[config.mk]
export PLATFORM = sky130hd
export DESIGN_NAME = alu_rr_arbiter
export DESIGN_NICKNAME = d
export VERILOG_FILES = /design/src/rtl/alu_rr_arbiter.sv
export SDC_FILE = /design/constraint.sdc
export NUM_CORES = 1
export LEC_CHECK = 0
export CELL_PAD_IN_SITES_DETAIL_PLACEMENT = 1
export CELL_PAD_IN_SITES_GLOBAL_PLACEMENT = 1
export CORE_ASPECT_RATIO = 0.8
export CORE_MARGIN = 3
export CORE_UTILIZATION = 31
export CTS_BUF_LIST = sky130_fd_sc_hd__clkbuf_16
export CTS_CLUSTER_SIZE = 10
export DETAILED_ROUTE_END_ITERATION = 7
export PLACE_DENSITY_LB_ADDON = 0.2
export RECOVER_POWER = 50
export SLEW_MARGIN = 10
export SYNTH_ARGS = -nofsm -noshare
export SYNTH_HDL_FRONTEND = slang
export SYNTH_SLANG_ARGS = --single-unit
[constraint.sdc]
create_clock -name clk -period 4.85 [get_ports clk]
set_input_delay 1.455 -clock clk [delete_from_list [all_inputs] [get_ports clk]]
set_output_delay 1.455 -clock clk [all_outputs]
set_load 0.02 [all_outputs]
[src/rtl/alu_rr_arbiter.sv]
// Round-robin arbiter sharing one combinational ALU between two valid/ready requesters.
// Each operation is accepted, executed for one cycle, then returned on a tagged response channel.
module alu_rr_arbiter #(
    parameter int unsigned WIDTH = 16,
    parameter int unsigned SEL_W = 4
) (
    input  logic             clk,
    input  logic             rst_n,

    input  logic             req0_valid,
    output logic             req0_ready,
    input  logic [WIDTH-1:0] req0_a,
    input  logic [WIDTH-1:0] req0_b,
    input  logic [SEL_W-1:0] req0_sel,

    input  logic             req1_valid,
    output logic             req1_ready,
    input  logic [WIDTH-1:0] req1_a,
    input  logic [WIDTH-1:0] req1_b,
    input  logic [SEL_W-1:0] req1_sel,

    output logic             rsp_valid,
    input  logic             rsp_ready,
    output logic             rsp_id,
    output logic [WIDTH-1:0] rsp_result,
    output logic             rsp_carry,

    output logic [WIDTH-1:0] alu_a,
    output logic [WIDTH-1:0] alu_b,
    output logic [SEL_W-1:0] alu_sel,
    input  logic [WIDTH-1:0] alu_out,
    input  logic             alu_carry,

    output logic             busy
);

    typedef enum logic [1:0] {
        S_IDLE = 2'd0,
        S_EXEC = 2'd1,
        S_RESP = 2'd2
    } state_t;

    state_t           state;
    state_t           state_nxt;
    logic             ptr;
    logic             grant0;
    logic             grant1;
    logic [WIDTH-1:0] op_a;
    logic [WIDTH-1:0] op_b;
    logic [SEL_W-1:0] op_sel;
    logic             id_q;
    logic [WIDTH-1:0] result_q;
    logic             carry_q;

    // Grants are gated by rst_n so ready stays low while reset is asserted.
    always_comb begin
        state_nxt = state;
        grant0    = 1'b0;
        grant1    = 1'b0;
        case (state)
            S_IDLE: begin
                if (rst_n) begin
                    grant0 = req0_valid && (!req1_valid || !ptr);
                    grant1 = req1_valid && (!req0_valid ||  ptr);
                    if (grant0 || grant1) begin
                        state_nxt = S_EXEC;
                    end
                end
            end
            S_EXEC: state_nxt = S_RESP;
            S_RESP: begin
                if (rsp_ready) begin
                    state_nxt = S_IDLE;
                end
            end
            default: state_nxt = S_IDLE;
        endcase
    end

    always_ff @(posedge clk or negedge rst_n) begin
        if (!rst_n) begin
            state    <= S_IDLE;
            ptr      <= 1'b0;
            op_a     <= '0;
            op_b     <= '0;
            op_sel   <= '0;
            id_q     <= 1'b0;
            result_q <= '0;
            carry_q  <= 1'b0;
        end else begin
            state <= state_nxt;
            if (grant0 || grant1) begin
                op_a   <= grant1 ? req1_a   : req0_a;
                op_b   <= grant1 ? req1_b   : req0_b;
                op_sel <= grant1 ? req1_sel : req0_sel;
                id_q   <= grant1;
            end
            if (state == S_EXEC) begin
                result_q <= alu_out;
                carry_q  <= alu_carry;
            end
            // Priority moves to the other requester only when a response completes.
            if (state == S_RESP && rsp_ready) begin
                ptr <= ~id_q;
            end
        end
    end

    assign req0_ready = grant0;
    assign req1_ready = grant1;
    assign rsp_valid  = (state == S_RESP);
    assign rsp_id     = id_q;
    assign rsp_result = result_q;
    assign rsp_carry  = carry_q;
    assign alu_a      = op_a;
    assign alu_b      = op_b;
    assign alu_sel    = op_sel;
    assign busy       = (state != S_IDLE);

endmodule

# After elaboration in Yosys (flattened, before gate mapping)
# Cells that the tools add are included.
word_totals:
  latchBits: 0
  word_cells: 38
  regBits: 57
  out_inout_bits: 58
  mem_count: 0
  ramBits: 0
  mem_bits_ro: 0
classes:
  add_sub_neg: 0
  bitwise: 1
  multipliers: 0
  reduce_logical: 13
  shifts: 0
  n_mux: 11
  n_eq_ne: 5
  div: 0
  n_lt_le_gt_ge: 0
ops:
  columns: ["cell", "count"]
  rows:
  - ["16-bit 2-to-1 mux", 2]
  - ["2-bit 2-to-1 mux", 3]
  - ["2-bit one-hot mux with 3 select lines", 1]
  - ["1-bit logical OR", 4]
  - ["1-bit 2-to-1 mux", 4]
  - ["4-bit 2-to-1 mux", 1]
  - ["2-bit inequality test, second input constant", 2]
  - ["1-bit logical AND", 3]
  - ["1-bit logical NOT", 3]
  - ["3-bit AND reduction", 1]
  - ["2-bit by 1-bit == test with 1-bit output, second input constant", 1]
  - ["2-bit == test, second input constant", 1]
  - ["2-bit logical NOT", 1]
  - ["2-bit by 1-bit inequality test with 1-bit output, second input constant", 1]
  - ["2-bit nonzero test", 1]
  - ["1-bit inverter", 1]

# Depth between registers and ports, before layout
# Gate-level depths: netlist of the first run.
depth:
  word_depth: 7
  ltp_mapped: 6

# Worst setup path before layout of the first run
# Ideal clock, no wire load.
synth_timing:
  path_type: "in2out"
  startpoint: "in rst_n"
  endpoint: "out req1_ready"
  path_slack_ns: 0.902
  stages: 3
  arrival_time_ns: 2.493
  path_buffers: 1
  path_cell_list: "or3b_1 > buf_6 > nor3_1"
synth_between:
  elab_chain_len: 2
synth_rtl:
  columns: ["item", "line_no", "rtl"]
  rows:
  - ["from (decl)", "8", "input logic rst_n,"]
  - ["1-bit 2-to-1 mux", "62", "if (rst_n) begin"]
  - ["1-bit 2-to-1 mux", "60", "case (state)"]
  - ["to (decl)", "17", "output logic req1_ready,"]
# No other way between the ends.

# Final worst setup path of the first run
# Same ends and word-level chain as after synthesis.

==> impl_metrics.py, run 1 <==
metrics = {
    "drt": {
        "vias": 2898,
        "viasPerCell": 5.51,
        "initialDrtViolationCount": 141,
        "drc_errors": 0,
        "postRouteAntennaNets": 0,
        "wirelength_um": 10400,
        "drtPass1Iterations": 4,
        "post_drt_wl_per_cell_um": 19.8,
    },
    "global_routing": {
        "grt_pass1_wl_um": 16700,
        "grt_antenna_before_repair": 0,
        "grt-ovfl-total": 0,
        "grt_use_total_pct": 20.0,
        "grt_max_degree": 74,
        "grt_pass1_vias": 3033,
    },
    "floorplanning": {
        "num_io_pins": 152,
        "initial_core_util_pct": 32.9,
        "die_w_um": 114,
        "die_area_um2": 10500,
        "die_h_um": 92.3,
        "fp.coreArea_um2": 8780,
        "rows": 30,
    },
    "final_layout": {
        "instances_no_fill": 526,
        "fin_area_um2": 4700,
        "regArea_um2": 1430,
        "fillers": 950,
        "final_cell_mix": "clkdlybuf4s50_1 (123), dfrtp_1 (57), a21oi_1 (37), nand4_1 (36), a31oi_1 (36)",
        "area_growth_syn_to_layout_pct": 62.7,
        "nets": 503,
        "drive_gt1_share_pct": 13.3,
        "layout_commonest_cell": "clkdlybuf4s50_1",
        "antenna_cells": 0,
        "multiInputGateArea_um2": 1260,
    },
    "timing": {
        "whs_ns": 0.497,
        "slew_viol_final": 0,
        "relSlewSlack_pct": 3.43,
        "skew_ns": 0.00489,
        "post-route-period-util_pct": 92.3,
        "rsz0062_at_grt": "false",
        "hold_viol": 0,
        "timing.fmax_mhz": 223,
        "finalSetupTns_ns": 0,
        "setup_viol": 0,
        "worst_slack_ns": 0.376,
        "period_minus_slack_ns": 4.47,
        "worst_pin_slew_ns": 1.45,
    },
    "cts": {
        "cts_tree": "built",
        "htree_num_levels": 3,
        "cts_inserted_buffers": 9,
        "cts-root-buf": "clkbuf_16",
        "cts_resized": 0,
        "clock-sinks": 57,
        "clk_path_buf_depth": 2,
        "clkTransAtPathRegs_ns": 0.05,
        "post_cts_buffers": 0,
        "cts_hold_repair.buffers": 0,
        "clkLatencyLatePin_ns": 0.32,
    },
    "synthesis": {
        "netlist_area_um2": 2890,
        "synth_seq_area_share_pct": 49.4,
        "synth_fp_nets": 368,
        "synth_area_per_cell_um2": 10.5,
        "ys_types": 26,
        "postSynthCellCount": 274,
        "synth_seq_cells": 57,
        "yosys_warnings": 0,
    },
    "power": {
        "combPwrFrac_pct": 46.9,
        "pwr-share-seq_pct": 30.3,
        "p_leak_uw": 0.00177,
        "power_density_nw_per_um2": 571,
        "p_int_uw": 1670,
        "ir_drop_mv": 0.283,
        "p_clk_share_pct": 22.8,
        "switchingPower_uw": 1010,
        "switching_share_pct": 37.8,
    },
    "critical_path": {
        "critical_path.max_fanout": 3,
        "crit_arrival_ns": 3.02,
        "crit_path_start_kind": "input pin",
        "crit_type": "input pin to output pin",
        "crit_path_end_kind": "output pin",
        "cp.required_ns": 3.39,
    },
    "placement": {
        "place_congestion": 0.717,
        "portBuffers": 151,
        "hpwlAfterDp_um": 6790,
        "dp_slack_ns": 0.408,
        "post_dp_cell_area_um2": 4420,
        "dp.cells": 510,
    },
    "status": {
        "status": "finished clean",
    },
    "job": {
        "maxCapViolCount": 0,
    },
    "worst_hold_path": {
        "holdCritPathClass": "flip-flop to flip-flop",
    },
}
[synth_stat cells, drive strengths merged]
cell    instances  area share, %
mux2i           1           0.35
o21ai           1           0.17
nand4          36            7.8
nand2           2           0.26
or2             2           0.43
or2b            1           0.26
dfrtp          57             49
or3b            1           0.30
mux2           17            6.6
nor2b           1           0.22
nor3b           1           0.26
a21oi          37            6.4
nand2b          2           0.43
a31oi          36            7.8
a21o            1           0.26
nor3            1           0.17
buf            22            5.2
clkbuf         15            1.9
and2            1           0.22
inv             3           0.39
o31ai          36             11
[state kept, by name, indices dropped and copies added, names as in the netlist]
name        flops
alu_a          16
alu_b          16
rsp_id          1
state           2
alu_sel         4
ptr             1
rsp_carry       1
rsp_result     16
[metal layers]
metal | part of all wire (%) | vias up | GRT usage, %
li1 | - | 1344 | -
met1 | 44 | 1414 | 26.4
met2 | 46 | 128 | 31.3
met3 | 8.6 | 12 | 6.66
met4 | 1.7 | 0 | 5.93
met5 | 0 | - | 0
[metrics by stage]
step	utilization [%]	power, µW
4_1_cts	53.5	2730
3_5_place_dp	50.3	2100
5_1_grt	53.5	2850
2_1_floorplan	-	1470
3_3_place_gp	50.3	2070
6_report	53.5	2690
[power by group through the flow]
stage / sequential (µW) / clock, µW / combinational, µW
3_5_place_dp: 818 / 0 / 1280
3_3_place_gp: 807 / 0 / 1270
2_1_floorplan: 1070 / 0 / 406
6_report: 813 / 613 / 1260
5_1_grt: 846 / 653 / 1350
4_1_cts: 816 / 626 / 1290
[kinds of logic after synthesis]
logic type | after synthesis | synth area share (%)
multiplexers | 18 | 6.97
AND/OR/NAND/NOR | 48 | 10.4
buffers and inverters | 40 | 7.58
AO/OA/AOI/OAI | 111 | 25.7
flip-flops | 57 | 49.4
[final cells by class]
| type | count | share of cell area, % |
|---|---|---|
| clock buffer | 9 | 4.79 |
| clock inverter | 7 | 1.33 |
| timing repair buffer | 161 | 33.6 |
| tap | 112 | 2.98 |
| multi-input combinational | 177 | 26.7 |
| sequential | 57 | 30.4 |
| inverter | 3 | 0.240 |
[path summary, 6_finish.rpt]
check                          start             to  slack (ns)  cells after the start
setup / recovery               rst_n     req1_ready        0.38                      4
hold / removal             rsp_carry      rsp_carry        0.50                      1
setup reg to reg            state[0]      alu_b[14]        2.43                      5
hold reg to reg            rsp_carry      rsp_carry        0.50                      1
max in group asynchronous      rst_n      alu_b[15]        2.33                      2
min in group asynchronous      rst_n  rsp_result[5]        1.64                      2
[critical path, cell delays in order]
cell             delay (ns)
clkbuf_1               0.12
or3b_2                 0.48
nor3_1                 0.27
clkdlybuf4s50_1        0.69
Power figures use the tool's default switching activity.
==> run 2, diff against run 1 <==
CORE_MARGIN = default   (was 3)
==> impl_metrics.py, run 2 (synthesis results as in run 1) <==
metrics = {
    "critical_path": {
        "crit_slowest_cell": "clkdlybuf4s50_1",
        "critPathMaxStageDelay_ns": 0.66,
        "critical_path.max_fanout": 4,
        "reg2reg_depth": 5,
        "crit_arrival_ns": 3.05,
        "critical-path-top-delay-family": "buffers and inverters",
        "cp.required_ns": 3.39,
        "cp_cell_sequence": "dlygate4sd3_1 > nor2b_4 > nor3_1 > clkdlybuf4s50_1",
        "r2r_start": "state[0]",
        "crit_type": "input pin to output pin",
        "worst-path-buf-inv": 2,
        "rr_endpoint": "alu_sel[0]",
        "reg2reg_slack_ns": 2.37,
        "crit_path_end_kind": "output pin",
        "crit_path_start_kind": "input pin",
    },
    "power": {
        "ir_drop_mv": 0.232,
        "p_total_uw": 2670,
        "power_density_nw_per_um2": 569,
        "p_leak_uw": 0.00176,
    },
    "drt": {
        "drc_errors": 0,
        "post_drt_wl_per_cell_um": 19.6,
        "initialDrtViolationCount": 126,
        "wirelength_um": 10400,
        "postRouteAntennaNets": 0,
        "vias": 2959,
        "drtPass1Iterations": 4,
        "viasPerCell": 5.60,
    },
    "final_layout": {
        "antenna_cells": 0,
        "nets": 503,
        "drive_gt1_share_pct": 12.3,
        "layout_commonest_cell": "clkdlybuf4s50_1",
        "area_growth_syn_to_layout_pct": 62.2,
        "final_cell_mix": "clkdlybuf4s50_1 (122), dfrtp_1 (57), a21oi_1 (37), nand4_1 (36), a31oi_1 (36)",
    },
    "global_routing": {
        "grt-ovfl-total": 0,
        "grt_pass1_wl_um": 15800,
        "grt_pass1_vias": 3060,
        "grt_antenna_before_repair": 0,
        "grt_max_degree": 74,
        "grt_use_total_pct": 21.6,
    },
    "status": {
        "failed_checks": "max-capacitance violations, max-slew violations",
        "status": "finished with violations",
    },
    "floorplanning": {
        "die_area_um2": 9710,
        "fp.coreArea_um2": 9040,
        "die_h_um": 88.3,
        "initial_core_util_pct": 32.0,
        "rows": 31,
        "die_w_um": 110,
        "num_io_pins": 152,
    },
    "timing": {
        "slew_viol_final": 39,
        "worst_slack_ns": 0.347,
        "worst_pin_slew_ns": 2.12,
        "relSlewSlack_pct": -41.2,
        "hold_viol": 0,
        "skew_ns": 0.00735,
        "timing.fmax_mhz": 222,
        "setup_viol": 0,
        "finalSetupTns_ns": 0,
        "period_minus_slack_ns": 4.50,
        "rsz0062_at_grt": "false",
        "post-route-period-util_pct": 92.9,
    },
    "worst_hold_path": {
        "hold_path_depth": 1,
        "hold_end": "rsp_result[1]",
        "holdCritPathClass": "flip-flop to flip-flop",
        "min_from": "rsp_result[1]",
    },
    "cts": {
        "cts_tree": "built",
        "post_cts_buffers": 0,
        "htree_num_levels": 3,
        "clkLatencyLatePin_ns": 0.32,
        "cts_hold_repair.buffers": 0,
        "clock-sinks": 57,
        "clk_path_buf_depth": 2,
        "cts_inserted_buffers": 9,
        "cts_resized": 0,
        "clkTransAtPathRegs_ns": 0.05,
        "cts-root-buf": "clkbuf_16",
    },
    "placement": {
        "dp_slack_ns": 0.456,
        "hpwlAfterDp_um": 6730,
        "portBuffers": 151,
        "place_congestion": 0.718,
    },
    "job": {
        "maxCapViolCount": 1,
    },
}
## run 2: cell count changes in the layout (fill, tap and decap cells not counted), sizes merged
cell           previous run  this run
clkdlybuf4s50           123       122
clkinvlp                  1         0
clkbuf                   11        12
buf                       9         8
dlygate4sd3              27        28
## run 2: worst max path at each step
| stage | startpoint | end | slack, ns | cells after the start |
|---|---|---|---|---|
| final | req0_valid | req1_ready | 0.35 | 4 |
| after floorplan | rst_n | req1_ready | 0.90 | 3 |
| after global routing | req0_valid | req1_ready | 0.25 | 4 |
| after CTS | req1_valid | req1_ready | 0.46 | 4 |
| after global placement | req1_valid | req1_ready | 0.51 | 4 |
| after detailed placement | req1_valid | req1_ready | 0.46 | 4 |
## run 2: cell type report
cell class,count,area (µm²)
inverters,3,11.3
multi-input cells,177,1260
well taps,115,144
clock buffers,9,225
clock inverters,6,51.3
fillers,1004,4350
repair buffers,161,1570
flip-flops and latches,57,1430
## run 2: worst reg2reg max path: stages (launching register included)
cell and delay, ns:
dfrtp_1 0.42, nor3b_2 0.24, buf_4 0.62, and2_1 0.49
buf_4 0.40, a31oi_1 0.16
## run 2: stage by stage
step                      cells  cell area, µm²  utilization, %  hold WS [ns]
after CTS                   528            4700            52.0         0.506
after detailed placement    513            4420            48.9         0.495
after global routing        528            4690            51.9         0.509
after floorplan             274            2890               -         0.524
after global placement      513            4420            48.9         0.486
final                       528            4690            51.9         0.497
## run 2: power by group
group / switching [µW] / internal (µW)
Sequential: 125 / 692
Combinational: 670 / 587
Clock: 206 / 386
Total: 1000 / 1660
## run 2: per-layer routing
layer / global-route usage (%) / vias up / routed length [µm]
met5: 0 / - / 0
met4: 7.03 / 0 / 128
met3: 6.48 / 9 / 799
met2: 35.9 / 120 / 4960
met1: 26.8 / 1479 / 4480
li1: - / 1351 / -
==> run 3, diff against run 2 <==
ABC_AREA = 1   (was default)
CORE_UTILIZATION = 45   (was 31)
DONT_BUFFER_PORTS = 1   (was default)
==> impl_metrics.py, run 3 <==
metrics = {
    "final_layout": {
        "nets": 459,
        "antenna_cells": 0,
        "layout_commonest_cell": "nand2_1",
        "fillers": 762,
        "fin_util_pct": 53.0,
        "final_cell_mix": "nand2_1 (114), inv_1 (77), nand3_1 (73), dfrtp_1 (57), mux2_2 (17)",
        "drive_gt1_share_pct": 12.2,
        "area_growth_syn_to_layout_pct": 10.4,
    },
    "global_routing": {
        "grt_antenna_before_repair": 0,
        "grt_pass1_wl_um": 11700,
        "met1_usage_pct": 28.1,
        "grt-ovfl-total": 0,
        "grt_use_met3_pct": 10.4,
        "busiest_layer": "met2",
        "grt_max_degree": 59,
        "grt_pass1_vias": 2407,
        "grtUsageMet2_pct": 36.6,
        "grt_use_total_pct": 22.6,
    },
    "drt": {
        "wirelength_um": 7300,
        "drtPass1Iterations": 4,
        "postRouteAntennaNets": 0,
        "vias": 2294,
        "post_drt_wl_per_cell_um": 16.2,
        "drc_errors": 0,
        "initialDrtViolationCount": 78,
        "viasPerCell": 5.09,
    },
    "cts": {
        "clkLatencyLatePin_ns": 0.32,
        "cts_inserted_buffers": 9,
        "cts_tree": "built",
        "clkTransAtPathRegs_ns": 0.06,
        "cts_hold_repair.buffers": 0,
        "clk_path_buf_depth": 2,
        "cts-root-buf": "clkbuf_16",
        "cts_resized": 0,
        "clock-sinks": 57,
        "post_cts_buffers": 0,
        "htree_num_levels": 3,
    },
    "synthesis": {
        "synthArstFlopShare_pct": 100,
        "synth_seq_cells": 57,
        "synth_area_per_cell_um2": 7.91,
        "synth_seq_area_share_pct": 48.7,
        "synth_top_area_share_pct": 48.7,
        "netlist_area_um2": 2930,
        "yosys-top-cells-count": "nand2_1 (114), inv_1 (77), nand3_1 (73), dfrtp_1 (57), mux2_2 (17)",
        "yosys-top-cells-area": "dfrtp_1 (49%), nand2_1 (15%), nand3_1 (12%)",
        "yosys_warnings": 0,
        "synth_edf_count": 0,
        "synth_fp_nets": 464,
        "postSynthCellCount": 370,
        "synth_top_flop_cell": "dfrtp_1",
        "synth_most_common_cell": "nand2_1",
        "ys_types": 16,
        "synth_top_area_cell": "dfrtp_1",
    },
    "critical_path": {
        "cp.required_ns": 3.39,
        "crit_type": "input pin to output pin",
        "crit_path_end_kind": "output pin",
        "crit_path_start_kind": "input pin",
        "reg2reg_slack_ns": 2.29,
        "critical_path.max_fanout": 58,
        "crit_arrival_ns": 2.34,
    },
    "status": {
        "status": "finished clean",
    },
    "timing": {
        "skew_ns": 0.00544,
        "period_minus_slack_ns": 3.79,
        "worst_pin_slew_ns": 0.813,
        "hold_viol": 0,
        "setup_viol": 0,
        "timing.fmax_mhz": 264,
        "relSlewSlack_pct": 45.6,
        "rsz0062_at_grt": "false",
        "finalSetupTns_ns": 0,
        "post-route-period-util_pct": 78.2,
        "slew_viol_final": 0,
    },
    "floorplanning": {
        "initial_core_util_pct": 48.0,
        "die_area_um2": 6830,
        "num_io_pins": 152,
        "rows": 25,
        "die_w_um": 92.2,
        "fp.coreArea_um2": 6100,
        "die_h_um": 74.1,
    },
    "power": {
        "ir_drop_mv": 0.466,
        "p_leak_uw": 0.00186,
        "power_density_nw_per_um2": 732,
    },
    "placement": {
        "hpwlAfterDp_um": 5030,
        "portBuffers": 0,
        "place_congestion": 0.734,
    },
    "worst_hold_path": {
        "holdCritPathClass": "flip-flop to flip-flop",
    },
    "job": {
        "maxCapViolCount": 0,
    },
}
[run 3: cell types whose count changed in the layout (fill, tap and decap cells not counted), sizes merged, moves of 5 or more]
cell           change
dlygate4sd3       -28
a21oi             -37
a31oi             -36
inv               +77
nand2            +117
nand4             -36
buf                -5
nand3             +73
clkdlybuf4s50    -122
o31ai             -36
[run 3: path summary, 6_finish.rpt]
kind | cells after the start | start | end
worst max-delay path | 3 | rst_n | req0_ready
worst min-delay path | 2 | ptr | ptr
worst max register to register | 7 | state[1] | alu_b[1]
worst min register to register | 2 | ptr | ptr
max in group asynchronous | 0 | rst_n | alu_sel[1]
min in group asynchronous | 0 | rst_n | alu_a[7]
[run 3: kinds of logic after synthesis]
group           Yosys count  share of synthesized area (%)
compound gates            2                          0.342
simple gates            195                           29.1
buf+inv                  99                           15.3
mux                      17                           6.54
flops                    57                           48.7
[run 3: metal layers]
| layer | part of all wire (%) | vias to the layer above |
|---|---|---|
| li1 | - | 1105 |
| met2 | 48 | 97 |
| met4 | 0.58 | 0 |
| met3 | 9.7 | 6 |
| met5 | 0 | - |
| met1 | 42 | 1086 |
[run 3: power breakdown]
group / internal [µW] / leakage, µW / switching (µW)
clock: 453 / 0.000156 / 227
sequential: 707 / 0.000691 / 457
combinational: 197 / 0.00101 / 325
total: 1360 / 0.00186 / 1010
[run 3: final cells by class]
| class | count | area [µm²] | area share (%) |
|---|---|---|---|
| clock buffers | 9 | 225 | 6.97 |
| well taps | 81 | 101 | 3.13 |
| repair buffers | 3 | 22.5 | 0.697 |
| clock inverters | 7 | 103 | 3.17 |
| flip-flops and latches | 57 | 1430 | 44.1 |
| multi-input cells | 214 | 1050 | 32.5 |
| inverters | 80 | 303 | 9.37 |
[run 3: per-stage QoR]
| stage | hold WS, ns | worst slack [ns] | instances | instance area [µm²] | total power [µW] |
|---|---|---|---|---|---|
| after floorplan | 0.453 | 1.23 | 370 | 2930 | 1580 |
| after global placement | 0.489 | 1.09 | 435 | 2910 | 1670 |
| after detailed placement | 0.515 | 1.08 | 435 | 2910 | 1700 |
| after CTS | 0.528 | 1.08 | 451 | 3230 | 2400 |
| after global routing | 0.557 | 1.02 | 451 | 3230 | 2510 |
| final | 0.535 | 1.06 | 451 | 3230 | 2370 |
[run 3: critical path, cell delays in order]
cell    delay (ns)
inv_1         0.06
nor2_4        0.44
and3_1        0.36
